===== src/rtl/edf_queue_scheduler.sv =====
// edf_queue_scheduler: Earliest-Deadline-First arbiter over NB_QUEUES request queues.
// One saturating slack counter per queue. The non-empty queue with the least slack wins,
// and ties go to the lowest index. Each grant takes an IDLE -> ISSUE -> WAIT handshake.
// Optional feature: define MISS_COUNTER_EN to add the per-queue miss_count output.
module edf_queue_scheduler #(
    parameter int NB_QUEUES     = 4,
    parameter int REGISTER_SIZE = 32,
    parameter int SLACK_WIDTH   = 16
) (
    input  logic                                 clock,
    input  logic                                 reset,
    input  logic [NB_QUEUES*REGISTER_SIZE-1:0]   rel_deadline,
    input  logic [NB_QUEUES-1:0]                 queue_empty,
    input  logic [NB_QUEUES-1:0]                 queue_kill,
    input  logic                                 grant_ready,
    output logic                                 grant_valid,
    output logic [$clog2(NB_QUEUES)-1:0]         grant_id,
    output logic [NB_QUEUES-1:0]                 consumed,
`ifdef MISS_COUNTER_EN
    output logic [NB_QUEUES*16-1:0]              miss_count,
`endif
    output logic [NB_QUEUES-1:0]                 deadline_miss
);

    localparam int ID_W = $clog2(NB_QUEUES);
    localparam logic [SLACK_WIDTH-1:0] SLACK_ONES = '1;

    typedef enum logic [1:0] {IDLE, ISSUE, WAIT} state_t;

    state_t                   state;
    logic [SLACK_WIDTH-1:0]   slack      [NB_QUEUES];
    logic [SLACK_WIDTH-1:0]   slack_next [NB_QUEUES];
    logic [SLACK_WIDTH-1:0]   load       [NB_QUEUES];
    logic [SLACK_WIDTH-1:0]   eff        [NB_QUEUES];
    logic [NB_QUEUES-1:0]     empty_prev;
    logic [NB_QUEUES-1:0]     fall;
    logic [NB_QUEUES-1:0]     refill;
    logic [NB_QUEUES-1:0]     miss_next;
    logic [REGISTER_SIZE-1:0] dl;
    logic                     found;
    logic [ID_W-1:0]          win;
    logic [SLACK_WIDTH-1:0]   best;

    // Kill flags do not change arbitration: a killed core's queue is still drained.
    logic unused_kill;
    assign unused_kill = ^queue_kill;

    // Per-queue clamped reload value and next slack value.
    // A queue filling this cycle competes with its reloaded slack, not the held 0.
    always_comb begin
        dl         = '0;
        fall       = '0;
        refill     = '0;
        miss_next  = '0;
        for (int unsigned i = 0; i < NB_QUEUES; i++) begin
            dl        = rel_deadline[i*REGISTER_SIZE +: REGISTER_SIZE];
            load[i]   = (dl > REGISTER_SIZE'(SLACK_ONES)) ? SLACK_ONES : dl[SLACK_WIDTH-1:0];
            fall[i]   = empty_prev[i] & ~queue_empty[i];
            refill[i] = (state == WAIT) & consumed[i] & ~queue_empty[i];
            eff[i]    = fall[i] ? load[i] : slack[i];
            if (fall[i] || refill[i])
                slack_next[i] = load[i];
            else if (queue_empty[i])
                slack_next[i] = '0;
            else if (slack[i] != '0)
                slack_next[i] = slack[i] - 1'b1;
            else
                slack_next[i] = slack[i];
            miss_next[i] = ~queue_empty[i] & (slack_next[i] == '0);
        end
    end

    // Least-slack selection over non-empty queues; strict compare keeps the lowest index on ties.
    always_comb begin
        found = 1'b0;
        win   = '0;
        best  = '1;
        for (int unsigned i = 0; i < NB_QUEUES; i++) begin
            if (!queue_empty[i] && (!found || eff[i] < best)) begin
                found = 1'b1;
                best  = eff[i];
                win   = ID_W'(i);
            end
        end
    end

    // Slack counters, empty-edge history and the registered miss level.
    always_ff @(posedge clock) begin
        if (reset) begin
            for (int unsigned i = 0; i < NB_QUEUES; i++) slack[i] <= '0;
            empty_prev    <= '1;
            deadline_miss <= '0;
        end else begin
            for (int unsigned i = 0; i < NB_QUEUES; i++) slack[i] <= slack_next[i];
            empty_prev    <= queue_empty;
            deadline_miss <= miss_next;
        end
    end

    // Grant handshake FSM with registered outputs.
    always_ff @(posedge clock) begin
        if (reset) begin
            state       <= IDLE;
            grant_valid <= 1'b0;
            grant_id    <= '0;
            consumed    <= '0;
        end else begin
            consumed <= '0;
            case (state)
                IDLE: begin
                    if (found) begin
                        grant_id    <= win;
                        grant_valid <= 1'b1;
                        state       <= ISSUE;
                    end
                end
                ISSUE: begin
                    if (grant_ready) begin
                        grant_valid <= 1'b0;
                        consumed    <= NB_QUEUES'(1) << grant_id;
                        state       <= WAIT;
                    end
                end
                WAIT:    state <= IDLE;
                default: state <= IDLE;
            endcase
        end
    end

`ifdef MISS_COUNTER_EN
    logic [15:0] miss_cnt [NB_QUEUES];

    // Saturating count of rising edges of each queue's miss level.
    always_ff @(posedge clock) begin
        if (reset) begin
            for (int unsigned i = 0; i < NB_QUEUES; i++) miss_cnt[i] <= '0;
        end else begin
            for (int unsigned i = 0; i < NB_QUEUES; i++)
                if (miss_next[i] && !deadline_miss[i] && miss_cnt[i] != '1)
                    miss_cnt[i] <= miss_cnt[i] + 1'b1;
        end
    end

    // Flatten counters onto the output bus.
    always_comb begin
        miss_count = '0;
        for (int unsigned i = 0; i < NB_QUEUES; i++) miss_count[i*16 +: 16] = miss_cnt[i];
    end
`endif

endmodule


===== config.mk =====
export PLATFORM = sky130hd
export DESIGN_NAME = edf_queue_scheduler
export DESIGN_NICKNAME = d
export VERILOG_FILES = /design/src/rtl/edf_queue_scheduler.sv
export SDC_FILE = /design/constraint.sdc
export NUM_CORES = 1
export LEC_CHECK = 0
export CORE_UTILIZATION = 64
export DETAILED_ROUTE_END_ITERATION = 16
export DONT_BUFFER_PORTS = 1
export GPL_TIMING_DRIVEN = 0
export HOLD_SLACK_MARGIN = 0.03
export PLACE_DENSITY = 0.88
export SYNTH_ARGS = -nofsm -noshare
export SYNTH_HDL_FRONTEND = slang
export SYNTH_SLANG_ARGS = --single-unit

===== constraint.sdc =====
create_clock -name clock -period 21.7 [get_ports clock]
set_input_delay 4.34 -clock clock [delete_from_list [all_inputs] [get_ports clock]]
set_output_delay 4.34 -clock clock [all_outputs]
set_load 0.03 [all_outputs]

---- After elaboration in Yosys (flattened, before gate mapping) ----
Memory sizes are Yosys's and may differ from the RTL's.
Index checks and enable logic that the tools add are counted.
storage, ports and cells
  flip-flop bits (word level) ............. 17
  memories kept ........................... 1
  input bits .............................. 139
  bits in writable memories ............... 64
memories
  memory  words  bits a word  rd ports  clocked after memory_dff  write ports  RTL line  source
  slack   4      16           4         0                         4            31        logic [SLACK_WIDTH-1:0] slack [NB_QUEUES];
cells by class
  add/sub/neg operators ................... 4
  $lt $le $gt $ge ......................... 7
  reductions and logical operators ........ 29
  multiplexer cells ....................... 43
  shift operators ......................... 1
  eq/ne operators ......................... 4
  bitwise logic cells ..................... 26
operators by type and width
  cell                   count
  $mux 16                27
  $gt 32x16->1 const B   4
  $logic_not 16->1       4
  $reduce_bool 16->1     4
  $sub 16x1->16 const B  4
  $lt 16x16->1           3
  $and 1x1->1            16
  $mux 1                 10
  $mux 2                 4
  $logic_or 1x1->1       7
  $not 1->1              6
  $logic_not 1->1        5
  $ne 2x2->1 const B     2
  $or 1x1->1             4
  $pmux 2 s2             1
  $reduce_and 2->1       2
  $shl 1x2->4 const A    1
  $logic_and 1x1->1      3
  $reduce_and 3->1       1
  $reduce_or 3->1        1
  $eq 2x1->1 const B     1
  $eq 2x2->1 const B     1
  $logic_not 2->1        1
  $pmux 1 s2             1
  $reduce_bool 2->1      1

---- Longest topological paths before layout ----
  depth after elaboration ................. 18
  gate-level depth with buffers ........... 38
  gate-level depth less buffers ........... 35

---- Least setup slack after synthesis ----
Ideal clock, no wire load.
  path type ............................... input -> register
  start ................................... input port rel_deadline[52]
  end ..................................... register grant_id[0]
  arrival ................................. 10.984 ns
  path buffers ............................ 3
  setup time .............................. 0.079 ns
  cell stages on the path ................. 37
  slack ................................... 10.637 ns
  required time ........................... 21.621 ns
  cell sequence ........................... nor4_1 nand4_1 clkbuf_1 nor2_1 nor2_1 a21oi_1 inv_1 ha_1 a21o_1 a21o_1 a211oi_1 o31ai_1 or2_2 a21oi_1 buf_2 mux2_2 ha_1 a21o_1 a21o_1 a21o_1 a221oi_1 o21bai_1 or2_2 o22ai_1 clkbuf_1 nor2_1 a21oi_1 ha_1 a21o_1 a21o_1 a21o_1 a21o_1 a211oi_1 o21a_1 o211ai_1 o21a_1 o211ai_1
between the ends
  word-level cells in the longest chain between the ends .. 16
  elaborated cells between the ends (all ways) .. 23
  classes of those cells .................. order compare (4); mux (10); reduce/logical (9)
RTL lines
  element                                          RTL line  source
  start: declaration                               12        input logic [NB_QUEUES*REGISTER_SIZE-1:0] rel_deadline,
  $gt 32x16->1 *                                   57        load[i] = (dl > REGISTER_SIZE'(SLACK_ONES)) ? SLACK_ONES : dl[SLACK_WIDTH-1:0];
  $mux 16 *                                        57
  $mux 16 *                                        60        eff[i] = fall[i] ? load[i] : slack[i];
  $lt 16x16->1                                     79        if (!queue_empty[i] && (!found || eff[i] < best)) begin
  $logic_or 1x1->1                                 79
  $logic_and 1x1->1                                79
  $mux 16 or $mux 1 (tied branches)                79
  $lt 16x16->1 or $logic_not 1->1 (tied branches)  79
  $logic_or 1x1->1                                 79
  $logic_and 1x1->1                                79
  $mux 16 or $mux 1 (tied branches)                79
  $lt 16x16->1 or $logic_not 1->1 (tied branches)  79
  $logic_or 1x1->1                                 79
  $logic_and 1x1->1                                79
  $mux 1                                           79
  $reduce_and 2->1 (no source line)                -
  end signal: assignment                           112       grant_id <= win;
  end: declaration                                 17        output logic [$clog2(NB_QUEUES)-1:0] grant_id,
Mark *: on every way between the ends. The rest lies on a longest branch, timed or not.
A chain may end at the register's enable or synchronous reset.

---- Worst setup path after layout ----
  start ................................... input port queue_empty[1]
  end ..................................... register grant_id[0]
between the ends
  word-level cells in the longest chain between the ends .. 16
  elaborated cells between the ends (all ways) .. 24
  classes of those cells .................. order compare (3); mux (9); bitwise (2); reduce/logical (10)
RTL lines
  element                                          RTL line  source
  start: declaration                               13        input logic [NB_QUEUES-1:0] queue_empty,
  $not 1->1                                        58        fall[i] = empty_prev[i] & ~queue_empty[i];
  $and 1x1->1                                      58
  $mux 16                                          60
  $lt 16x16->1                                     79
  $logic_or 1x1->1                                 79
  $logic_and 1x1->1                                79
  $mux 16 or $mux 1 (tied branches)                79
  $lt 16x16->1 or $logic_not 1->1 (tied branches)  79
  $logic_or 1x1->1                                 79
  $logic_and 1x1->1                                79
  $mux 16 or $mux 1 (tied branches)                79
  $lt 16x16->1 or $logic_not 1->1 (tied branches)  79
  $logic_or 1x1->1                                 79
  $logic_and 1x1->1                                79
  $mux 1                                           79
  $reduce_and 2->1 (no source line)                -
Several ways; a longest one is shown, not always the timed one.

==> summary.md <==
| Metric | Value |
|---|---|
| Post-CTS Setup Bufs | 0 |
| Total global routing overflow | 0 |
| Clk_lat worst skew | 360 ps |
| Vias in the first global route | 7,401 |
| Max incr delay on CP | 450 ps |
| Final hold vios | 0 |
| P_int | 0.3253 mW |
| Met3 Usage GRT | 0.1046 |
| Clk sinks | 81 |
| Number of synthesized flops with an enable pin | 0 |
| Clock Skews | 7.063 ps |
| Via count | 8,073 |
| Relative slew slack | 0.4926 |
| Combinational power share | 0.279 |
| Yosys cell types | 64 |
| Dominant cell type by area after synthesis | dfxtp_1 |
| Hold bufs inserted after CTS | 0 |
| Clock Power Share | 0.367 |
| Min-Delay Path Depth | 2 |
| Largest net degree at the start of global routing | 14 |
| Worst setup SP type | primary input |
| DRC viols | 0 |
| Reg power frac | 0.354 |
| Worst Hold Class | reg2reg |
| Main area contributors after synthesis | dfxtp_1, ha_1, nor2_1 |
| M2 GR Usage | 0.6212 |
| Peak VDD IR | 45.01 uV |
| Worst setup margin | 9684 ps |
| TritonCTS clock tree | built |
| Outcome | completed |
| # rows | 38 |
| CP Class | in2reg |
| Required @ worst endpoint | 21,980 ps |
| Max-Cap Viols | 0 |
| Worst-margin pin slew | 761.1 ps |
| Layout Nets | 1,233 |
| Initial antenna violation count | 0 |
| Die Height | 108.7 um |
| Gr busiest metal | met2 |
| Final worst path period share | 0.5537 |
| Most common cell in the synthesized netlist | nor2_1 |
| Gr usage total | 0.3861 |
| DR WL/cell | 19.23 um |
| Power, Total | 0.4897 mW |
| M1 GR Usage | 0.4664 |
| # setup viols final | 0 |
| Worst Setup End Kind | flop |
| Ys async rst share | 0 |
| IO Port Bufs | 0 |
| N_diodes | 0 |
| Mean Syn Cell Area | 7.067 sq um |
| Drt via density | 6.807 |
| Hold endpoint | consumed[0] |
| Post-synthesis sequential area ratio | 0.2226 |
| Layout cells sized above 1 | 0.06310 |
| Number of synthesized register bits | 81 |
| Synth top cells by count | nor2_1, nand2_1, dfxtp_1, nor3_1, a21oi_1 |
| Synth Flop Type | dfxtp_1 |
| Pre-antenna DRT Iters | 6 |
| Flop-to-flop setup slack | 13,310 ps |
| Worst R2R Path Depth | 35 |
| Io pins | 150 |
| Post-synth top area share | 0.2226 |
| Sw Ratio | 0.3356 |
| Routed WL | 22,810 um |
| Critical path peak fanout | 10 |
| Post-CTS resize count | 0 |
| Peak Freq | 0.08322 GHz |
| DRT iter0 DRCs | 940 |
| Htree depth | 3 |
| Post-route minimum period | 12,020 ps |
| Layout area overhead | 6.990% |
| Max Slew Vio Count | 0 |
| HP Start | state[0] |
| Cts bufs inserted | 9 |
| Root buffer cell | clkbuf_16 |
| Critical path arrival | 12,300 ps |
| Reg-to-reg startpoint | empty_prev[0] |
| R2r endpoint | grant_id[0] |
| Fin Setup TNS | 0 ps |
| Clock Pin Slew Worst Setup and Hold Paths | 70 ps |
| DP Wirelength | 17,190 um |
| Min Hold Slack | 556.7 ps |
| Post-Syn Nets | 1,222 |
| Die Wd | 108.7 um |
| Synth Cell Area | 7286 sq um |
| Layout fillers | 894 |
| PwrDens | 62.82 nW/um^2 |
| CTS Buffer Depth | 2 |
| Post-Syn Instances | 1,031 |
| Ys Warns | 0 |
| RSZ-0062 raised after global routing | false |
| Switching power | 0.1643 mW |
| Initial core utilization | 0.6634 |
| Most used cell, CP | a21o_1 |
| Placement Setup Slack | 9512 ps |
| DRT antenna net count | 0 |
| Core area | 10,980 sq um |
| Placer Congestion | 0.9710 |
| Die area | 11,810 sq um |
| Wire length of the first global-routing pass | 35,260 um |
| Critical path's slowest cell | clkbuf_1 |
| Pleak | 2.997 nW |
[metal layers]
layer | part of all wire | wire length [um] | vias to the layer above
li1 | - | - | 3762
met5 | 0 | 0 | -
met4 | 0.047 | 1072 | 0
met2 | 0.45 | 10190 | 567
met1 | 0.39 | 8869 | 3637
met3 | 0.12 | 2676 | 107
[flip-flops by register name, indices dropped and copies added (netlist names)]
register	flops
grant_id	2
deadline_miss	4
slack	64
empty_prev	4
grant_valid	1
consumed	4
state	2
[kinds of logic (layout without fill, tap and decap cells)]
group / after synthesis / count (layout) / share of synthesized area
compound gates: 243 / 243 / 0.2150
xor+xnor: 45 / 45 / 0.05410
fa+ha+maj: 52 / 52 / 0.08930
buf+inv: 89 / 104 / 0.04654
flops: 81 / 81 / 0.2226
mux: 14 / 14 / 0.02112
simple gates: 507 / 507 / 0.3514
[cells in the final DEF, fill, tap and decap left out, types with 4 or more instances in the layout]
cell type	n
o31ai_1	7
inv_1	30
a211o_1	7
dfxtp_1	81
nor3b_1	8
mux2_2	11
clkbuf_1	54
o21ai_0	66
a211oi_1	31
o31a_1	4
or2_2	20
a21o_1	12
a311o_1	4
nand2_1	84
ha_1	52
nand4_1	13
or4_1	14
buf_2	4
nand2b_1	10
nand3b_1	5
o21bai_1	4
nand3_1	9
nor2_1	159
nor4_1	39
a21oi_1	71
o21a_1	10
or3_1	11
and2_1	6
xnor2_1	30
o211ai_1	6
clkbuf_16	9
nor2b_1	30
xor2_1	15
or4_4	4
and3_1	5
nor3_1	76
[through the flow]
stage / cell area, sq um / utilization / instances
finish: 7795 / 0.7097 / 1186
global route: 7795 / 0.7097 / 1186
CTS: 7795 / 0.7097 / 1186
detailed placement: 7461 / 0.6793 / 1171
global placement: 7461 / 0.6793 / 1171
floorplan: 7286 / - / 1031
[worst max-delay path, delay by kind of cell]
family	cells	cell delay [ps]
adders and majority gates	3	910
buffers and inverters	5	1660
and+or+nand+nor	5	970
muxes	1	410
AOI/OAI and AO/OA	22	3950
[power by group through the flow]
stage	combinational [mW]	clock [mW]	sequential, mW
finish	0.137	0.180	0.173
global route	0.150	0.186	0.175
CTS	0.133	0.178	0.173
detailed placement	0.131	0	0.176
global placement	0.128	0	0.176
floorplan	0.103	0	0.172
[worst max-delay path by stage]
stage,from,to,slack (ps),depth (start not counted)
floorplan,rel_deadline[52],grant_id[0],10640,37
global route,queue_empty[1],grant_id[0],9340,36
detailed placement,queue_empty[1],grant_id[0],9510,36
CTS,queue_empty[1],grant_id[0],9820,36
global placement,queue_empty[1],grant_id[0],9620,36
finish,queue_empty[1],grant_id[0],9680,36
[area by class of cell]
| cell class | count | area [sq um] | area share |
|---|---|---|---|
| clock inverter | 5 | 105.1 | 0.01348 |
| sequential | 81 | 1622 | 0.2080 |
| clock buffer | 10 | 229.0 | 0.02937 |
| tap | 140 | 175.2 | 0.02247 |
| inverter | 30 | 112.6 | 0.01445 |
| buffer | 59 | 226.5 | 0.02905 |
| multi-input combinational | 861 | 5325 | 0.6831 |
No activity file was read; power rests on OpenSTA's default activity.
